$ cat config.mk
export PLATFORM = sky130hd
export DESIGN_NAME = fetch_stall_controller_flat
export DESIGN_NICKNAME = d
export VERILOG_FILES = /design/src/rtl/fetch_stall_if.sv /design/src/rtl/fetch_stall_controller.sv /design/src/flat_wrapper.sv
export SDC_FILE = /design/constraint.sdc
export NUM_CORES = 1
export LEC_CHECK = 0
export ABC_AREA = 1
export CAP_MARGIN = 20
export CORE_MARGIN = 8
export CORE_UTILIZATION = 37
export DETAILED_ROUTE_END_ITERATION = 16
export HOLD_SLACK_MARGIN = 0.03
export PLACE_DENSITY = 0.75
export SLEW_MARGIN = 10
export SYNTH_ARGS = -nofsm -noshare
export SYNTH_HDL_FRONTEND = slang
export SYNTH_SLANG_ARGS = --single-unit
$ cat constraint.sdc
create_clock -name clk -period 1.5 [get_ports clk]
set_clock_uncertainty 0.15 [all_clocks]
set_input_delay 0.225 -clock clk [delete_from_list [all_inputs] [get_ports clk]]
set_output_delay 0.225 -clock clk [all_outputs]
set_load 0.02 [all_outputs]
$ cat src/rtl/fetch_stall_if.sv
// Fetch/decode boundary bundle for fetch_stall_controller.
// master: environment side (hazard unit, branch/jump resolution, instruction
//         memory data); slave: the fetch stall controller itself.
interface fetch_stall_if #(
  parameter int LEN_PC       = 32,
  parameter int LEN_INSTR    = 32,
  parameter int LEN_PERF_CNT = 16
);
  logic                    stall;
  logic                    branch_taken_id;
  logic [LEN_PC-1:0]       branch_target_id;
  logic                    jump_id;
  logic [LEN_PC-1:0]       jump_target_id;
  logic [LEN_INSTR-1:0]    instr_if;
  logic [LEN_PC-1:0]       pc_if;
  logic [LEN_INSTR-1:0]    instr_id;
  logic [LEN_PC-1:0]       pc_plus4_id;
  logic                    valid_id;
  logic                    bubble_ex;
  logic [LEN_PERF_CNT-1:0] stall_cycles;
  logic [LEN_PERF_CNT-1:0] flush_count;

  modport master (
    output stall, branch_taken_id, branch_target_id, jump_id, jump_target_id, instr_if,
    input  pc_if, instr_id, pc_plus4_id, valid_id, bubble_ex, stall_cycles, flush_count
  );

  modport slave (
    input  stall, branch_taken_id, branch_target_id, jump_id, jump_target_id, instr_if,
    output pc_if, instr_id, pc_plus4_id, valid_id, bubble_ex, stall_cycles, flush_count
  );
endinterface

$ cat src/rtl/fetch_stall_controller.sv
// Fetch stall controller: owns the PC and the IF/ID register, freezes both on a
// hazard stall (injecting an ID/EX bubble) and loads branch/jump targets while
// squashing the wrong-path instruction.
// Optional feature macro: FETCH_PERF_COUNTERS_EN enables saturating stall-cycle
// and redirect counters; without it both counter outputs are constant zero.
module fetch_stall_controller #(
  parameter int              LEN_PC       = 32,
  parameter int              LEN_INSTR    = 32,
  parameter logic [LEN_PC-1:0] PC_RESET   = '0,
  parameter int              LEN_PERF_CNT = 16
) (
  input  logic       clk,
  input  logic       reset,
  fetch_stall_if.slave bus
);

  typedef enum logic [1:0] {
    RUN    = 2'd0,
    HOLD   = 2'd1,
    SQUASH = 2'd2
  } state_t;

  state_t               state_r;
  logic [LEN_PC-1:0]    pc_r;
  logic [LEN_INSTR-1:0] instr_id_r;
  logic [LEN_PC-1:0]    pc_plus4_id_r;
  logic                 valid_id_r;

  logic [LEN_PC-1:0]    pc_plus4_s;
  logic [LEN_PC-1:0]    target_s;
  logic                 redirect_s;

  // Next sequential PC, redirect qualification and target selection (jump wins).
  always_comb begin
    pc_plus4_s = pc_r + LEN_PC'(32'd4);
    // A squashed slot cannot redirect; SQUASH always leaves IF/ID invalid.
    redirect_s = (bus.branch_taken_id | bus.jump_id) & valid_id_r & (state_r != SQUASH);
    if (bus.jump_id) begin
      target_s = bus.jump_target_id;
    end else begin
      target_s = bus.branch_target_id;
    end
  end

  // The bubble must reach ID/EX in the same cycle the hazard unit raises stall.
  assign bus.bubble_ex = bus.stall & ~reset;

  // Fetch FSM with PC and IF/ID registers: reset > stall > redirect > fetch.
  always_ff @(posedge clk) begin
    if (reset) begin
      state_r       <= RUN;
      pc_r          <= PC_RESET;
      instr_id_r    <= '0;
      pc_plus4_id_r <= '0;
      valid_id_r    <= 1'b0;
    end else if (bus.stall) begin
      state_r <= HOLD;
    end else if (redirect_s) begin
      state_r       <= SQUASH;
      pc_r          <= target_s;
      instr_id_r    <= '0;
      pc_plus4_id_r <= '0;
      valid_id_r    <= 1'b0;
    end else begin
      state_r       <= RUN;
      pc_r          <= pc_plus4_s;
      instr_id_r    <= bus.instr_if;
      pc_plus4_id_r <= pc_plus4_s;
      valid_id_r    <= 1'b1;
    end
  end

  assign bus.pc_if       = pc_r;
  assign bus.instr_id    = instr_id_r;
  assign bus.pc_plus4_id = pc_plus4_id_r;
  assign bus.valid_id    = valid_id_r;

`ifdef FETCH_PERF_COUNTERS_EN
  localparam logic [LEN_PERF_CNT-1:0] CNT_MAX = {LEN_PERF_CNT{1'b1}};

  logic [LEN_PERF_CNT-1:0] stall_cycles_r;
  logic [LEN_PERF_CNT-1:0] flush_count_r;

  // Saturating counters of stalled cycles and accepted redirects.
  always_ff @(posedge clk) begin
    if (reset) begin
      stall_cycles_r <= '0;
      flush_count_r  <= '0;
    end else begin
      if (bus.stall && (stall_cycles_r != CNT_MAX)) begin
        stall_cycles_r <= stall_cycles_r + LEN_PERF_CNT'(32'd1);
      end else begin
        stall_cycles_r <= stall_cycles_r;
      end
      if (!bus.stall && redirect_s && (flush_count_r != CNT_MAX)) begin
        flush_count_r <= flush_count_r + LEN_PERF_CNT'(32'd1);
      end else begin
        flush_count_r <= flush_count_r;
      end
    end
  end

  assign bus.stall_cycles = stall_cycles_r;
  assign bus.flush_count  = flush_count_r;
`else
  assign bus.stall_cycles = '0;
  assign bus.flush_count  = '0;
`endif

endmodule

$ cat src/flat_wrapper.sv
// flat-port wrapper written by rule: the top's interface ports become plain ports
module fetch_stall_controller_flat 
#(
  parameter int              LEN_PC       = 32,
  parameter int              LEN_INSTR    = 32,
  parameter logic [LEN_PC-1:0] PC_RESET   = '0,
  parameter int              LEN_PERF_CNT = 16
)
  (clk, reset, bus_stall, bus_branch_taken_id, bus_branch_target_id, bus_jump_id, bus_jump_target_id, bus_instr_if, bus_pc_if, bus_instr_id, bus_pc_plus4_id, bus_valid_id, bus_bubble_ex, bus_stall_cycles, bus_flush_count);
  fetch_stall_if #(.LEN_PC(LEN_PC), .LEN_INSTR(LEN_INSTR), .LEN_PERF_CNT(LEN_PERF_CNT)) bus_i ();
  input  logic clk;
  input  logic reset;
  input wire logic [$bits(bus_i.stall)-1:0] bus_stall;
  input wire logic [$bits(bus_i.branch_taken_id)-1:0] bus_branch_taken_id;
  input wire logic [$bits(bus_i.branch_target_id)-1:0] bus_branch_target_id;
  input wire logic [$bits(bus_i.jump_id)-1:0] bus_jump_id;
  input wire logic [$bits(bus_i.jump_target_id)-1:0] bus_jump_target_id;
  input wire logic [$bits(bus_i.instr_if)-1:0] bus_instr_if;
  output wire logic [$bits(bus_i.pc_if)-1:0] bus_pc_if;
  output wire logic [$bits(bus_i.instr_id)-1:0] bus_instr_id;
  output wire logic [$bits(bus_i.pc_plus4_id)-1:0] bus_pc_plus4_id;
  output wire logic [$bits(bus_i.valid_id)-1:0] bus_valid_id;
  output wire logic [$bits(bus_i.bubble_ex)-1:0] bus_bubble_ex;
  output wire logic [$bits(bus_i.stall_cycles)-1:0] bus_stall_cycles;
  output wire logic [$bits(bus_i.flush_count)-1:0] bus_flush_count;
  assign bus_i.stall = bus_stall;
  assign bus_i.branch_taken_id = bus_branch_taken_id;
  assign bus_i.branch_target_id = bus_branch_target_id;
  assign bus_i.jump_id = bus_jump_id;
  assign bus_i.jump_target_id = bus_jump_target_id;
  assign bus_i.instr_if = bus_instr_if;
  assign bus_pc_if = bus_i.pc_if;
  assign bus_instr_id = bus_i.instr_id;
  assign bus_pc_plus4_id = bus_i.pc_plus4_id;
  assign bus_valid_id = bus_i.valid_id;
  assign bus_bubble_ex = bus_i.bubble_ex;
  assign bus_stall_cycles = bus_i.stall_cycles;
  assign bus_flush_count = bus_i.flush_count;
  fetch_stall_controller #(.LEN_PC(LEN_PC), .LEN_INSTR(LEN_INSTR), .PC_RESET(PC_RESET), .LEN_PERF_CNT(LEN_PERF_CNT)) u_core (.clk(clk), .reset(reset), .bus(bus_i));
endmodule
==> impl_metrics.yaml, run 1 <==
status:
  outcome: "finished with violations"
  violations: "negative setup slack"
power_and_ir_drop:
  irDropWorstVdd_uv: 869
  clkPwrFrac_pct: 36.2
  p_int_mw: 4.79
  p_sw_share_pct: 26.9
  p_leak_nw: 3.80
  p_comb_share_pct: 20.4
  p_total_mw: 6.55
  p_seq_share_pct: 43.5
  p_switching_mw: 1.76
  p_per_area_nw_per_um2: 805
routing:
  drt_pass1_iterations: 4
  vias_per_cell: 4.76
  drt_wl_total_um: 17600
  dr_total_vias: 5026
  wl_per_cell_um: 16.6
  drc: 0
  detail-route-antenna-nets: 0
  first_iter_violations: 255
synth:
  yosys_warnings: 0
  synth_ff_type: "dfxtp_1"
  synth-seq-cells: 99
  synth.distinct_cells: 34
  syn_area_um2: 4700
  syn_inst: 616
  async_flop_share_pct: 0
  synth_edf_count: 0
  syn_avg_cell_area_um2: 7.64
  yosysSeqAreaShare_pct: 42.1
sta:
  setup_violations: 34
  slew_violations: 0
  rsz0062_at_grt: "true"
  fin_crit_sh_pct: 105
  max_freq_ghz: 0.636
  finalHoldViolations: 0
  min_period_ns: 1.57
  fin_ws_ns: -0.0726
critical_path:
  crit_slowest_cell: "dfxtp_4"
  path_delay_family: "simple AND/OR/NAND/NOR gates"
  cp_common_cell: "nand2_1"
  worstSetupPathType: "reg -> reg"
  r2r_start: "u_core.bus.pc_if[2]$_SDFFE_PP0N_"
  worst_ep_required_time_ns: 1.64
  cp-startpoint: "u_core.bus.pc_if[2]$_SDFFE_PP0N_"
  crit_buf_inv: 2
  path_max_fanout: 6
  crit_path_end_kind: "flop"
  worstPathCellList: "buf_4 -> inv_2 -> nor2_4 -> nand2_4 -> nor2_4 -> nand2_1 -> nand2_1 -> nand3_2 -> nand2_1"
  crit_arrival_ns: 1.71
  start_kind: "flop"
  crit_path_max_incr_delay_ns: 0.36
global_route:
  first_global_vias: 5033
  grt_overflow: 0
  grt_pass1_wl_um: 26000
  grt_max_degree: 45
  track_usage_pct: 20.2
  antenna_found_initial: 1
min_path:
  min_from: "bus_stall"
  min_path_type: "in -> reg"
finish:
  nets: 980
  layout-drive-gt1-share_pct: 28.5
  fill_cells: 1039
  fin_cells: 1055
  area_delta_synth_final_pct: 73.0
  layout_common_cells: "nand2_1 (159), clkdlybuf4s50_1 (97), dfxtp_1 (77)"
  layout.cells.most_common: "nand2_1"
die:
  die_h_um: 129
  ios: 231
  die_x_um: 129
  initial_utilization_pct: 37.6
  core_area_um2: 12500
  dieArea_um2: 16600
  rows: 41
clocking:
  cts_max_level: 3
  cts_hold_buffers: 0
  clk_pin_slew_ns: 0.07
  cts_buffers: 9
  root_buffer: "clkbuf_16"
  cts_buffer_depth: 2
  insertion_delay_ns: 0.35
  cts_tree: "built"
  clock_sinks: 99
placed_design:
  dp_hpwl_um: 12400
  port_buffers: 198
  routabilityCongestion: 0.868
  dp.cells: 1013
job:
  cap_violations: 0
## synthesized netlist by cell type (2+ instances only)
cell type / n / area, µm²
mux2_2: 20 / 225
nor2_2: 5 / 31.3
a22o_1: 32 / 280
nand2_2: 3 / 18.8
a211oi_1: 2 / 15.0
and2_1: 2 / 12.5
nor2_1: 63 / 236
nand3_1: 35 / 175
nand2_1: 178 / 668
o21bai_1: 2 / 15.0
buf_4: 36 / 270
buf_2: 7 / 35.0
clkbuf_1: 8 / 30.0
dfxtp_1: 99 / 1980
nor2_4: 3 / 33.8
o211ai_1: 4 / 30.0
nand4_1: 4 / 25.0
a21oi_1: 19 / 95.1
a22oi_1: 10 / 75.1
o21ai_0: 25 / 125
inv_1: 39 / 146
xor2_1: 2 / 17.5
buf_6: 5 / 56.3
xnor2_1: 3 / 26.3
## cells by family after synthesis
group,share of synthesized area (%)
AO/OA/AOI/OAI,13.8
XOR/XNOR,0.931
adder cells (fa/ha/maj),0.266
buffers and inverters,11.7
flip-flops,42.1
multiplexers,4.79
other,0.0797
AND/OR/NAND/NOR,26.3
## tightest hold or removal path: stages
cell,delay [ns]
dlymetal6s2s_1,0.16
inv_2,0.12
buf_4,0.12
nor2_1,0.03
## path summary, 6_finish.rpt
path                                             endpoint  slack [ns]  cells after the start
setup / recovery        u_core.bus.pc_if[21]$_SDFFE_PP0N_       -0.07                      9
hold / removal               u_core.state_r[0]$_SDFF_PP0_        0.19                      4
setup reg to reg        u_core.bus.pc_if[21]$_SDFFE_PP0N_       -0.07                      9
hold reg to reg   u_core.bus.pc_plus4_id[22]$_SDFFE_PP0N_        0.29                      2
## routing by layer
| metal | GRT usage, % | vias to the layer above | part of all wire [%] |
|---|---|---|---|
| li1 | - | 2470 | - |
| met1 | 21.0 | 2309 | 37 |
| met2 | 34.1 | 217 | 48 |
| met3 | 10.0 | 30 | 12 |
| met4 | 8.50 | 0 | 2.3 |
| met5 | 0 | - | 0 |
## power groups by stage
stage | Combinational, mW | Sequential, mW | Clock (mW)
2_1_floorplan | 0.468 | 3.03 | 0
3_3_place_gp | 1.23 | 2.90 | 0
3_5_place_dp | 1.24 | 2.90 | 0
4_1_cts | 1.28 | 2.85 | 2.42
5_1_grt | 1.43 | 2.86 | 2.51
6_report | 1.33 | 2.85 | 2.37
## through the flow
stage | worst slack (ns) | util (%) | instance area, µm² | TNS [ns] | hold WS [ns]
after floorplan | -0.0114 | - | 4860 | -0.0445 | 0.147
after CTS | -0.102 | 62.2 | 7780 | -1.19 | 0.300
after detailed placement | -0.696 | 57.1 | 7140 | -42.30 | 0.291
final | -0.0726 | 65.0 | 8140 | -1.25 | 0.190
after global routing | -0.187 | 65.0 | 8140 | -4.18 | 0.196
after global placement | -0.614 | 57.1 | 7140 | -40.41 | 0.286
## state kept, by name (all words and copies together) (netlist names)
register                count
u_core.bus.instr_id        32
u_core.bus.pc_if           32
u_core.bus.pc_plus4_id     32
u_core.state_r              2
u_core.bus.valid_id         1
## final cells by class
class                           count  area [µm²]  area share (%)
Clock buffer                       11         253            3.11
Clock inverter                      4        50.0           0.615
Timing Repair Buffer              274        2650            32.6
Tap cell                          172         215            2.64
Inverter                           41         169            2.08
Multi-Input combinational cell    452        2760            33.9
Timing Repair inverter              1        11.3           0.138
Antenna cell                        1        2.50          0.0308
Sequential cell                    99        2020            24.9
## repair_timing
action | CTS | global route
endpoints found under the setup margin | 189 | 104
pin swaps | 26 | 33
cloned | 4 | 2
resized for setup | 208 | 95
buffers inserted | 11 | 12
Power figures use the tool's default switching activity.
==> run 2: changes to the inputs <==
--- a/config.mk
+++ b/config.mk
@@ -6,7 +6,7 @@
 export NUM_CORES = 1
 export LEC_CHECK = 0
 export ABC_AREA = 1
-export CAP_MARGIN = 20
+export CAP_MARGIN = 10
 export CORE_MARGIN = 8
 export CORE_UTILIZATION = 37
 export DETAILED_ROUTE_END_ITERATION = 16
@@ -16,3 +16,4 @@
 export SYNTH_ARGS = -nofsm -noshare
 export SYNTH_HDL_FRONTEND = slang
 export SYNTH_SLANG_ARGS = --single-unit
+export TNS_END_PERCENT = 50
==> constraint.sdc (replaced) <==
create_clock -name clk -period 1.3 [get_ports clk]
set_clock_uncertainty 0.15 [all_clocks]
set_input_delay 0.195 -clock clk [delete_from_list [all_inputs] [get_ports clk]]
set_output_delay 0.195 -clock clk [all_outputs]
set_load 0.02 [all_outputs]
==> impl_metrics.yaml, run 2 (same netlist as run 1, synthesis figures left out) <==
status:
  outcome: "finished with violations"
  violations: "negative setup slack"
global_route:
  antenna_found_initial: 0
  grt_pass1_wl_um: 25000
  grt_max_degree: 39
  first_global_vias: 4963
  track_usage_pct: 19.0
  grt_overflow: 0
die:
  core_area_um2: 12500
  die_x_um: 129
  ios: 231
  rows: 41
  die_h_um: 129
  initial_utilization_pct: 37.6
  dieArea_um2: 16600
sta:
  finalHoldViolations: 0
  min_period_ns: 1.58
  finalSetupTns_ns: -10.58
  holdWs_ns: 0.222
  slew_violations: 0
  rsz0062_at_grt: "true"
  fin_crit_sh_pct: 121
  fin_ws_ns: -0.277
  max_freq_ghz: 0.634
  setup_violations: 95
finish:
  fin_area_um2: 7590
  antenna_cells: 0
  fin_util_pct: 60.7
  fin_cells: 1058
  layout.cells.most_common: "nand2_1"
  nets: 983
  area_delta_synth_final_pct: 61.4
  layout-drive-gt1-share_pct: 34.1
  fill_cells: 1179
  layout_common_cells: "nand2_1 (171), clkdlybuf4s50_1 (97), buf_2 (80)"
clocking:
  cts_hold_buffers: 0
  cts_max_level: 3
  cts_buffer_depth: 2
  root_buffer: "clkbuf_16"
  cts_buffers: 9
  insertion_delay_ns: 0.35
  clk_pin_slew_ns: 0.07
  cts_tree: "built"
  clock_sinks: 99
job:
  cap_violations: 0
critical_path:
  crit_slowest_cell: "dfxtp_4"
  path_max_fanout: 8
  worstPathCellList: "ha_4 -> nand2_4 -> nor2_4 -> nand2_4 -> nor2_4 -> nand3_1 -> nand3_2 -> nand2_2"
  crit_path_end_kind: "flop"
  worstSetupPathType: "reg -> reg"
  crit_path_max_incr_delay_ns: 0.37
  crit_arrival_ns: 1.66
  worst_ep_required_time_ns: 1.38
  start_kind: "flop"
placed_design:
  dp_hpwl_um: 12500
  routabilityCongestion: 0.845
  port_buffers: 198
  place_ws_ns: -0.635
  dp.cells: 1031
  placedInstanceArea_um2: 7290
power_and_ir_drop:
  clkPwrFrac_pct: 35.1
  p_int_mw: 5.27
  p_comb_share_pct: 20.0
  p_leak_nw: 3.58
  p_sw_share_pct: 27.9
  p_switching_mw: 2.03
  irDropWorstVdd_uv: 811
  p_per_area_nw_per_um2: 962
  p_total_mw: 7.30
  p_seq_share_pct: 45.0
routing:
  wl_per_cell_um: 15.7
  drc: 0
  detail-route-antenna-nets: 0
  drt_pass1_iterations: 5
  vias_per_cell: 4.74
  first_iter_violations: 209
  dr_total_vias: 5018
  drt_wl_total_um: 16600
min_path:
  min_path_type: "in -> reg"
run 2: final cells by class:
| cell class | count | area [µm²] | area share (%) |
|---|---|---|---|
| clock buffers | 11 | 243 | 3.20 |
| clock inverters | 5 | 37.5 | 0.494 |
| inverters | 41 | 164 | 2.16 |
| multi-input cells | 451 | 2530 | 33.3 |
| flip-flops and latches | 99 | 2030 | 26.8 |
| well taps | 172 | 215 | 2.83 |
| repair buffers | 279 | 2370 | 31.2 |
run 2: repair_timing:
| action | in CTS | in global routing |
|---|---|---|
| setup buffers | 4 | 5 |
| endpoints found under the setup margin | 189 | 130 |
| endpoints found under the hold margin | 0 | 0 |
| gates resized for setup | 424 | 56 |
| gates cloned | 0 | 4 |
| pin swaps | 8 | 11 |
run 2: per-layer routing:
metal  GRT usage (%)  part of all wire [%]  wire length, µm
met1            21.4                    41             6800
met2            32.8                    49             8140
met3            7.70                   9.2             1530
met4            4.63                  0.92              153
met5               0                     0                0
run 2: final timing paths:
check,slack (ns),endpoint,start,cells after the start
worst max-delay path,-0.28,u_core.bus.pc_if[22]$_SDFFE_PP0N_,u_core.bus.pc_if[2]$_SDFFE_PP0N_,8
worst min-delay path,0.22,u_core.state_r[0]$_SDFF_PP0_,reset,3
worst max register to register,-0.28,u_core.bus.pc_if[22]$_SDFFE_PP0N_,u_core.bus.pc_if[2]$_SDFFE_PP0N_,8
worst min register to register,0.30,u_core.bus.pc_plus4_id[25]$_SDFFE_PP0N_,u_core.bus.pc_plus4_id[25]$_SDFFE_PP0N_,2
run 2: power by group through the flow:
stage / sequential [mW] / combinational (mW) / clock, mW
2_1_floorplan: 3.50 / 0.548 / 0
3_5_place_dp: 3.35 / 1.44 / 0
4_1_cts: 3.28 / 1.40 / 2.59
6_report: 3.28 / 1.46 / 2.56
3_3_place_gp: 3.34 / 1.43 / 0
5_1_grt: 3.30 / 1.56 / 2.72
run 2: critical path: cells and delay by family (launching register included):
kind	cells	cell delay (ns)
and+or+nand+nor	7	0.78
DFF	1	0.37
adders and majority gates	1	0.16
==> run 3: changes to the inputs <==
--- a/config.mk
+++ b/config.mk
@@ -9,6 +9,7 @@
 export CAP_MARGIN = 10
 export CORE_MARGIN = 8
 export CORE_UTILIZATION = 37
+export CTS_CLUSTER_DIAMETER = 80
 export DETAILED_ROUTE_END_ITERATION = 16
 export HOLD_SLACK_MARGIN = 0.03
 export PLACE_DENSITY = 0.75
@@ -16,4 +17,3 @@
 export SYNTH_ARGS = -nofsm -noshare
 export SYNTH_HDL_FRONTEND = slang
 export SYNTH_SLANG_ARGS = --single-unit
-export TNS_END_PERCENT = 50
==> impl_metrics.yaml, run 3 (same netlist as run 1, synthesis figures left out) <==
critical_path:
  crit_slowest_cell: "dfxtp_4"
  crit_path_end_kind: "flop"
  path_delay_family: "simple AND/OR/NAND/NOR gates"
  crit_path_max_incr_delay_ns: 0.36
  crit_buf_inv: 1
  worstPathCellList: "buf_4 -> nand2_2 -> nor2_4 -> nand2_4 -> nor2_4 -> a21oi_2 -> o21ai_2 -> nand2_1"
  cp_common_cell: "nor2_4"
  worstSetupPathType: "reg -> reg"
  crit_arrival_ns: 1.68
  path_max_fanout: 4
  worst_ep_required_time_ns: 1.39
  start_kind: "flop"
global_route:
  grt_max_degree: 32
  first_global_vias: 5356
  track_usage_pct: 21.4
  grt_overflow: 0
  antenna_found_initial: 1
  grt_pass1_wl_um: 27600
min_path:
  min_path_type: "in -> reg"
clocking:
  root_buffer: "clkbuf_16"
  cts_max_level: 3
  insertion_delay_ns: 0.35
  cts_hold_buffers: 0
  cts_buffer_depth: 2
  clk_pin_slew_ns: 0.07
  clock_sinks: 99
  cts_buffers: 9
  cts_tree: "built"
sta:
  rsz0062_at_grt: "true"
  finalHoldViolations: 0
  max_freq_ghz: 0.628
  fin_crit_sh_pct: 122
  min_period_ns: 1.59
  finalSetupTns_ns: -17.73
  fin_ws_ns: -0.291
  slew_violations: 0
  setup_violations: 99
finish:
  fin_cells: 1065
  layout.cells.most_common: "nand2_1"
  fill_cells: 1118
  fin_util_pct: 64.5
  nets: 989
  layout-drive-gt1-share_pct: 40.2
  layout_common_cells: "nand2_1 (152), clkdlybuf4s50_1 (96), buf_2 (85)"
  area_delta_synth_final_pct: 71.6
routing:
  dr_total_vias: 5098
  wl_per_cell_um: 17.1
  detail-route-antenna-nets: 0
  drt_pass1_iterations: 5
  drc: 0
  drt_wl_total_um: 18300
  first_iter_violations: 229
  vias_per_cell: 4.79
die:
  die_x_um: 129
  die_h_um: 129
  dieArea_um2: 16600
  initial_utilization_pct: 37.6
  core_area_um2: 12500
  rows: 41
  ios: 231
power_and_ir_drop:
  clkPwrFrac_pct: 36.9
  p_sw_share_pct: 26.8
  p_switching_mw: 2.06
  p_comb_share_pct: 20.5
  p_int_mw: 5.62
  p_seq_share_pct: 42.6
  irDropWorstVdd_uv: 669
  p_leak_nw: 3.74
  p_per_area_nw_per_um2: 952
placed_design:
  routabilityCongestion: 0.845
  port_buffers: 198
  dp.cells: 1021
  dp_hpwl_um: 12500
status:
  outcome: "finished with violations"
  violations: "negative setup slack"
job:
  cap_violations: 0
run 3: cell count changes in the layout (fill, tap and decap cells not counted), moves of 11 or more:
cell and change:
dfxtp_2 -11, nand2_2 +15, nand2_1 -19, nand3_1 -16, dfxtp_4 +12
run 3: metrics by stage:
stage / worst slack (ns) / total power, mW / hold WS, ns / area (µm²)
5_1_grt: -0.359 / 7.99 / 0.153 / 8070
3_3_place_gp: -0.615 / 4.75 / 0.287 / 7360
6_report: -0.291 / 7.68 / 0.137 / 8070
2_1_floorplan: -0.168 / 4.06 / 0.117 / 5080
4_1_cts: -0.271 / 7.73 / 0.131 / 7920
3_5_place_dp: -0.626 / 4.77 / 0.288 / 7360
run 3: repair_timing:
item                                    CTS  global route
setup buffers                            19            13
pin swaps                                20            25
gates resized for setup                 473            60
cloned                                    8             0
endpoints found under the setup margin  193           108
run 3: area by class of cell:
class	instances	area [µm²]	area share, %
well taps	172	215	2.67
inverters	41	171	2.12
repair buffers	284	2480	30.8
diodes	1	2.50	0.0310
clock buffers	11	233	2.88
clock inverters	5	77.6	0.961
flip-flops and latches	99	2060	25.6
multi-input cells	452	2820	35.0
run 3: path summary, 6_finish.rpt:
path                            cells after the start                                     from                                      end  slack [ns]
worst max register to register                      8         u_core.bus.pc_if[3]$_SDFFE_PP0N_        u_core.bus.pc_if[13]$_SDFFE_PP0N_       -0.29
worst min-delay path                                2                                    reset             u_core.state_r[0]$_SDFF_PP0_        0.14
worst min register to register                      2  u_core.bus.pc_plus4_id[23]$_SDFFE_PP0N_  u_core.bus.pc_plus4_id[23]$_SDFFE_PP0N_        0.30
worst max-delay path                                8         u_core.bus.pc_if[3]$_SDFFE_PP0N_        u_core.bus.pc_if[13]$_SDFFE_PP0N_       -0.29
run 3: worst reg2reg max path: stages, from the launching register on:
cell     delay [ns]
dfxtp_4        0.36
buf_4          0.12
nand2_2        0.06
nor2_4         0.17
nand2_4        0.12
nor2_4         0.21
a21oi_2        0.10
o21ai_2        0.10
nand2_1        0.09
run 3: layer usage:
layer	wire length [µm]	global-route usage (%)
met1	6870	22.5
met2	8960	37.0
met3	2060	9.52
met4	365	7.88
met5	0	0
run 3: power by group through the flow:
| stage | combinational [mW] | sequential, mW | clock (mW) |
|---|---|---|---|
| detailed placement | 1.43 | 3.33 | 0 |
| CTS | 1.57 | 3.27 | 2.89 |
| floorplan | 0.565 | 3.49 | 0 |
| global route | 1.69 | 3.29 | 3.01 |
| finish | 1.58 | 3.27 | 2.83 |
| global placement | 1.42 | 3.33 | 0 |
